### src/rtl/alu_pkg.sv
// ---------------------------------------------------------------------------
// alu_pkg
// Shared definitions for the ALU and its sequential divider leg.
//   - ALU opcode constants used by the result mux (DIV leg is 3'b111)
//   - Divider FSM state encoding
//   - Default operand width for the divider
// No ports: this file only holds types and constants.
// ---------------------------------------------------------------------------
package alu_pkg;

  // Default operand/result width of the divider.
  localparam int ALU_DIV_WIDTH = 8;

  // ALU opcodes, as decoded by the result mux select.
  localparam logic [2:0] OP_NOT = 3'b000;
  localparam logic [2:0] OP_AND = 3'b001;
  localparam logic [2:0] OP_OR  = 3'b010;
  localparam logic [2:0] OP_XOR = 3'b011;
  localparam logic [2:0] OP_ADD = 3'b100;
  localparam logic [2:0] OP_SUB = 3'b101;
  localparam logic [2:0] OP_MUL = 3'b110;
  localparam logic [2:0] OP_DIV = 3'b111;

  // Divider control states.
  typedef enum logic [1:0] {
    DIV_IDLE = 2'b00,
    DIV_CALC = 2'b01,
    DIV_DONE = 2'b10
  } divState_t;

endpackage

### src/rtl/alu_divider.sv
// ---------------------------------------------------------------------------
// alu_divider
// Unsigned restoring divider, one quotient bit per clock, MSB first.
// A start accepted in IDLE or DONE captures the operands. Division by zero
// skips the iteration and completes on the next cycle with an all-ones
// quotient and the dividend as remainder.
//
// Ports
//   clk          : single clock, rising edge
//   rst_n        : asynchronous active-low reset
//   start        : request a division (looked at only in IDLE or DONE)
//   dividend     : WIDTH-bit unsigned numerator, captured on accept
//   divisor      : WIDTH-bit unsigned denominator, captured on accept
//   quotient     : registered quotient of the last completed operation
//   remainder    : registered remainder of the last completed operation
//   busy         : high while iterating (CALC)
//   done         : one-cycle pulse when results become valid
//   div_by_zero  : registered flag for the last completed operation
// ---------------------------------------------------------------------------
module alu_divider
  import alu_pkg::*;
#(
  parameter int WIDTH = ALU_DIV_WIDTH
) (
  input  logic             clk,
  input  logic             rst_n,
  input  logic             start,
  input  logic [WIDTH-1:0] dividend,
  input  logic [WIDTH-1:0] divisor,
  output logic [WIDTH-1:0] quotient,
  output logic [WIDTH-1:0] remainder,
  output logic             busy,
  output logic             done,
  output logic             div_by_zero
);

  localparam int CNT_W = (WIDTH > 1) ? $clog2(WIDTH) : 1;
  localparam logic [CNT_W-1:0] LAST_STEP = CNT_W'(WIDTH - 1);

  divState_t        r_state;
  divState_t        w_stateNext;

  logic [WIDTH-1:0] r_dvd;
  logic [WIDTH-1:0] r_dvs;
  logic [WIDTH-1:0] r_quoWork;
  logic [WIDTH:0]   r_rem;
  logic [CNT_W-1:0] r_cnt;

  logic [WIDTH-1:0] r_quotient;
  logic [WIDTH-1:0] r_remainder;
  logic             r_busy;
  logic             r_done;
  logic             r_dbz;

  logic             w_accept;
  logic             w_divZero;
  logic             w_lastStep;
  logic [WIDTH:0]   w_shifted;
  logic             w_qBit;
  logic [WIDTH:0]   w_remNext;
  logic [WIDTH-1:0] w_quoNext;
  logic             w_busyNext;
  logic             w_doneNext;

  // A new request is only honoured when no iteration is in flight, so a
  // start pulse during CALC leaves the captured operands untouched.
  assign w_accept   = start && ((r_state == DIV_IDLE) || (r_state == DIV_DONE));
  assign w_divZero  = (divisor == '0);
  assign w_lastStep = (r_cnt == LAST_STEP);

  // One restoring step: shift the partial remainder left, pull in the next
  // dividend bit, and subtract the divisor if it fits. The extra top bit of
  // the partial remainder keeps the compare exact even when the shifted
  // value exceeds WIDTH bits.
  assign w_shifted = (r_rem << 1) | (WIDTH + 1)'(r_dvd[WIDTH-1]);
  assign w_qBit    = (w_shifted >= {1'b0, r_dvs});
  assign w_remNext = w_qBit ? (w_shifted - {1'b0, r_dvs}) : w_shifted;
  assign w_quoNext = (r_quoWork << 1) | WIDTH'(w_qBit);

  // State register.
  always_ff @(posedge clk or negedge rst_n) begin
    if (!rst_n) begin
      r_state <= DIV_IDLE;
    end else begin
      r_state <= w_stateNext;
    end
  end

  // Next-state logic. DONE behaves like IDLE for a new request so that
  // back-to-back operations need no idle cycle in between.
  always_comb begin
    w_stateNext = r_state;
    case (r_state)
      DIV_IDLE: begin
        if (w_accept) begin
          w_stateNext = w_divZero ? DIV_DONE : DIV_CALC;
        end
      end
      DIV_CALC: begin
        if (w_lastStep) begin
          w_stateNext = DIV_DONE;
        end
      end
      DIV_DONE: begin
        if (w_accept) begin
          w_stateNext = w_divZero ? DIV_DONE : DIV_CALC;
        end else begin
          w_stateNext = DIV_IDLE;
        end
      end
      default: begin
        w_stateNext = DIV_IDLE;
      end
    endcase
  end

  // Output decode of the upcoming state. busy and done are registered from
  // these so both line up exactly with the state they describe.
  always_comb begin
    w_busyNext = (w_stateNext == DIV_CALC);
    w_doneNext = (w_stateNext == DIV_DONE);
  end

  // Datapath and result registers. The visible quotient/remainder only
  // change on completion; the running quotient lives in r_quoWork so a
  // later operation can iterate without disturbing the previous result.
  always_ff @(posedge clk or negedge rst_n) begin
    if (!rst_n) begin
      r_dvd       <= '0;
      r_dvs       <= '0;
      r_quoWork   <= '0;
      r_rem       <= '0;
      r_cnt       <= '0;
      r_quotient  <= '0;
      r_remainder <= '0;
      r_busy      <= 1'b0;
      r_done      <= 1'b0;
      r_dbz       <= 1'b0;
    end else begin
      r_busy <= w_busyNext;
      r_done <= w_doneNext;
      if (w_accept) begin
        if (w_divZero) begin
          r_quotient  <= '1;
          r_remainder <= dividend;
          r_dbz       <= 1'b1;
        end else begin
          r_dvd     <= dividend;
          r_dvs     <= divisor;
          r_quoWork <= '0;
          r_rem     <= '0;
          r_cnt     <= '0;
        end
      end else if (r_state == DIV_CALC) begin
        r_dvd     <= r_dvd << 1;
        r_rem     <= w_remNext;
        r_quoWork <= w_quoNext;
        r_cnt     <= r_cnt + 1'b1;
        if (w_lastStep) begin
          r_quotient  <= w_quoNext;
          r_remainder <= w_remNext[WIDTH-1:0];
          r_dbz       <= 1'b0;
        end
      end
    end
  end

  assign quotient    = r_quotient;
  assign remainder   = r_remainder;
  assign busy        = r_busy;
  assign done        = r_done;
  assign div_by_zero = r_dbz;

endmodule
### config.mk
export PLATFORM = sky130hd
export DESIGN_NAME = alu_divider
export DESIGN_NICKNAME = d
export VERILOG_FILES = /design/src/rtl/alu_pkg.sv /design/src/rtl/alu_divider.sv
export SDC_FILE = /design/constraint.sdc
export NUM_CORES = 1
export LEC_CHECK = 0
export ABC_AREA = 1
export CORE_AREA = 8 8 128 83
export CTS_BUF_LIST = sky130_fd_sc_hd__clkbuf_16
export DETAILED_ROUTE_END_ITERATION = 8
export DIE_AREA = 0 0 136 91
export GPL_TIMING_DRIVEN = 0
export SLEW_MARGIN = 20
export SYNTH_ARGS = -nofsm -noshare
export SYNTH_HDL_FRONTEND = slang
export SYNTH_SLANG_ARGS = --single-unit
### constraint.sdc
create_clock -name clk -period 1.8 [get_ports clk]
set_input_delay 0.36 -clock clk [delete_from_list [all_inputs] [get_ports clk]]
set_output_delay 0.36 -clock clk [all_outputs]
set_load 0.02 [all_outputs]
==> summary.json <==
{
  "portBuffers": 37,
  "yosys_register_bits": 55,
  "outcome": "complete, no violations",
  "critical_path.max_stage_delay_ns": 0.41,
  "cts-root-to-sink-buffers": 2,
  "max_cap_violations": 0,
  "cts_made_buffers": 5,
  "rr_worst_depth": 11,
  "filler_cell_count": 846,
  "timing_worst_slew_pin_value_ns": 0.7157,
  "critical-path-top-delay-family": "simple AND/OR/NAND/NOR gates",
  "critPathSlowestCell": "sky130_fd_sc_hd__dfrtp_1",
  "antenna_found_initial": 0,
  "placement.cell_area_mm2": 0.003455,
  "worstPathRequired_ns": 2.00,
  "nets": 457,
  "fin_worst_skew_ns": 0.008820,
  "setup_viol": 0,
  "r2r_setup_slack_ns": 0.05,
  "cts_hold_buffers": 0,
  "cp_num_cells": 11,
  "placement_rows": 27,
  "startpoint_type": "flip-flop",
  "setup_total_negative_slack_ns": 0,
  "final_global_route_overflow_total": 0,
  "synth_cell_types": 31,
  "grt_pass1_wl_um": 12270,
  "tritoncts": "yes",
  "ios": 38,
  "final_power_mw": 8.710,
  "syn_to_final_growth_pct": 38.07,
  "detailedPlacementHpwl_um": 5342,
  "worstPathArrival_ns": 1.95,
  "timing.slew.headroom": 0.5229,
  "drc_violations_left": 0,
  "synth-seq-area-share": 0.4679,
  "worstSetupPathType": "reg2reg",
  "design.core.area_mm2": 0.008783,
  "pre_cts_ws_ns": -0.3158,
  "antenna-diode-count": 0,
  "hold_path_class": "in2async",
  "cts_sinks": 55,
  "wirelength_um": 7703,
  "layout-drive-gt1-share": 0.2757,
  "detail_route.vias_per_cell": 4.735,
  "synth.yosys.warnings": 0,
  "htree_levels": 2,
  "clock_tree.root_cell": "sky130_fd_sc_hd__clkbuf_16",
  "number_of_enable_flip_flop_cells_after_synthesis": 0,
  "synthesized_area_per_cell_um2": 7.972,
  "final_design_area_no_fill_mm2": 0.004061,
  "slew_violations": 0,
  "ys_async_rst_share": 1.000,
  "first_iter_violations": 192,
  "worstReg2RegEnd": "remainder[3]",
  "grt_setup_unrepaired": "true",
  "largest_net_degree_at_the_start_of_global_routing": 56,
  "syn_inst": 369,
  "crit_chain": "ha_4 > nand2_1 > nand2_1 > nand2_2 > nand2_2 > nand2_2 > nand4_4 > nand3_2 > nand3_2 > nand2_1 > inv_1",
  "setup.worst_path.end_class": "flip-flop",
  "net_count_after_synthesis": 399,
  "max_freq_mhz": 570.5,
  "grt_util_all_layers": 0.1228,
  "vias_in_the_first_global_route": 2486,
  "p_leak_nw": 1.935,
  "timing.final.crit_share": 0.9738,
  "routed_wire_length_per_instance_um": 14.16,
  "antenna_left": 0,
  "stdcell_count": 544,
  "clock_slew_seen_by_the_registers_of_the_worst_setup_and_hold_paths_ns": 0.08,
  "mostFrequentLayoutCells": "93 x sky130_fd_sc_hd__nand2_1, 51 x sky130_fd_sc_hd__dfrtp_1, 41 x sky130_fd_sc_hd__inv_1",
  "drtPass1Iterations": 4,
  "place_congestion": 0.7790,
  "routed-via-count": 2576,
  "crit_start": "r_rem[1]",
  "report.final.hold_viol_count": 0,
  "smallest_hold_slack_ns": 0.1090,
  "postLayoutSetupSlackWorst_ns": 0.04720,
  "die_width_um": 136,
  "die_height_um": 91,
  "critical_path.n_buffers_inverters": 1,
  "synth.cell_area_mm2": 0.002942,
  "clk_latency_worst_skew_pair_ns": 0.30,
  "path_max_fanout": 6,
  "period_needed_ns": 1.753,
  "design.die.area_mm2": 0.01238,
  "initial_core_util": 0.3349,
  "finish.utilization": 0.4624,
  "placed_cells": 522,
  "synth_top_flop_cell": "sky130_fd_sc_hd__dfrtp_1",
  "power.density_mw_per_mm2": 2145,
  "layout_commonest_cell": "sky130_fd_sc_hd__nand2_1",
  "worstReg2RegStart": "r_rem[1]",
  "vdd_drop_max_uv": 946.7
}
==> flip-flops by register name, summed over array words and instances, names as in the netlist <==
| signal | cells |
|---|---|
| busy | 1 |
| div_by_zero | 1 |
| done | 1 |
| quotient | 8 |
| r_cnt | 3 |
| r_dvd | 8 |
| r_dvs | 8 |
| r_quoWork | 7 |
| r_rem | 8 |
| r_state | 2 |
| remainder | 8 |
==> cells in the mapped netlist, types with 2 or more instances <==
cell                      instances  area [um2]
sky130_fd_sc_hd__a21oi_1         19       95.09
sky130_fd_sc_hd__a22o_1           2       17.52
sky130_fd_sc_hd__buf_2            7       35.03
sky130_fd_sc_hd__dfrtp_1         55        1376
sky130_fd_sc_hd__ha_1            10       125.1
sky130_fd_sc_hd__inv_1           53       198.9
sky130_fd_sc_hd__inv_2            2       7.510
sky130_fd_sc_hd__inv_4            3       18.77
sky130_fd_sc_hd__nand2_1        105       394.1
sky130_fd_sc_hd__nand3_1         25       125.1
sky130_fd_sc_hd__nand4_1         10       62.56
sky130_fd_sc_hd__nor2_1          20       75.07
sky130_fd_sc_hd__nor2_4           3       33.78
sky130_fd_sc_hd__o21ai_0         24       120.1
sky130_fd_sc_hd__o22ai_1          6       37.54
sky130_fd_sc_hd__or2_2            9       56.30
sky130_fd_sc_hd__xnor2_1          2       17.52
==> kinds of logic (layout without fill, tap and decap cells) <==
family / count (synthesis) / in the layout / share of synthesized area
AO/OA/AOI/OAI: 53 / 53 / 0.09571
XOR/XNOR: 3 / 3 / 0.008934
adder cells (fa/ha/maj): 11 / 11 / 0.04934
buffers and inverters: 68 / 126 / 0.09485
flip-flops: 55 / 55 / 0.4679
multiplexers: 1 / 1 / 0.003828
AND/OR/NAND/NOR: 178 / 179 / 0.2795
==> where the power goes <==
group | internal [mW] | switching [mW] | total, mW
Clock | 0.672 | 0.486 | 1.16
Combinational | 2.29 | 3.14 | 5.43
Sequential | 1.80 | 0.316 | 2.12
Total | 4.76 | 3.95 | 8.71
==> worst max path at each step <==
stage | to | slack (ns)
after detailed placement | remainder[3] | -0.32
after global placement | quotient[3] | -1.40
final | remainder[3] | 0.05
after CTS | remainder[3] | 0.007
after floorplan | remainder[7] | 0.14
after global routing | remainder[6] | -0.05
==> metal layers <==
layer  up-vias  global-route usage  wire length (um)
met2        50              0.1819              3465
met3         9             0.03795               501
li1       1299                   -                 -
met5         -                   0                 0
met4         0             0.02457                51
met1      1218              0.1723              3684
==> cell type report <==
class	count	area, um2	share of cell area
buffer	10	53.80	0.01325
clock buffer	5	125.1	0.03081
clock inverter	3	50.05	0.01232
inverter	58	225.2	0.05545
multi-input combinational	247	1615	0.3977
sequential	55	1381	0.3401
tap	116	145.1	0.03574
timing repair buffer	50	465.4	0.1146
==> timing repair <==
action / 4_1_cts / 5_1_grt
endpoints found under the setup margin: 16 / 24
gates cloned: 1 / 0
pin swaps: 4 / 24
setup buffers: 2 / 11
resized for setup: 24 / 50
Note: power is estimated with default switching activity, not from simulation.
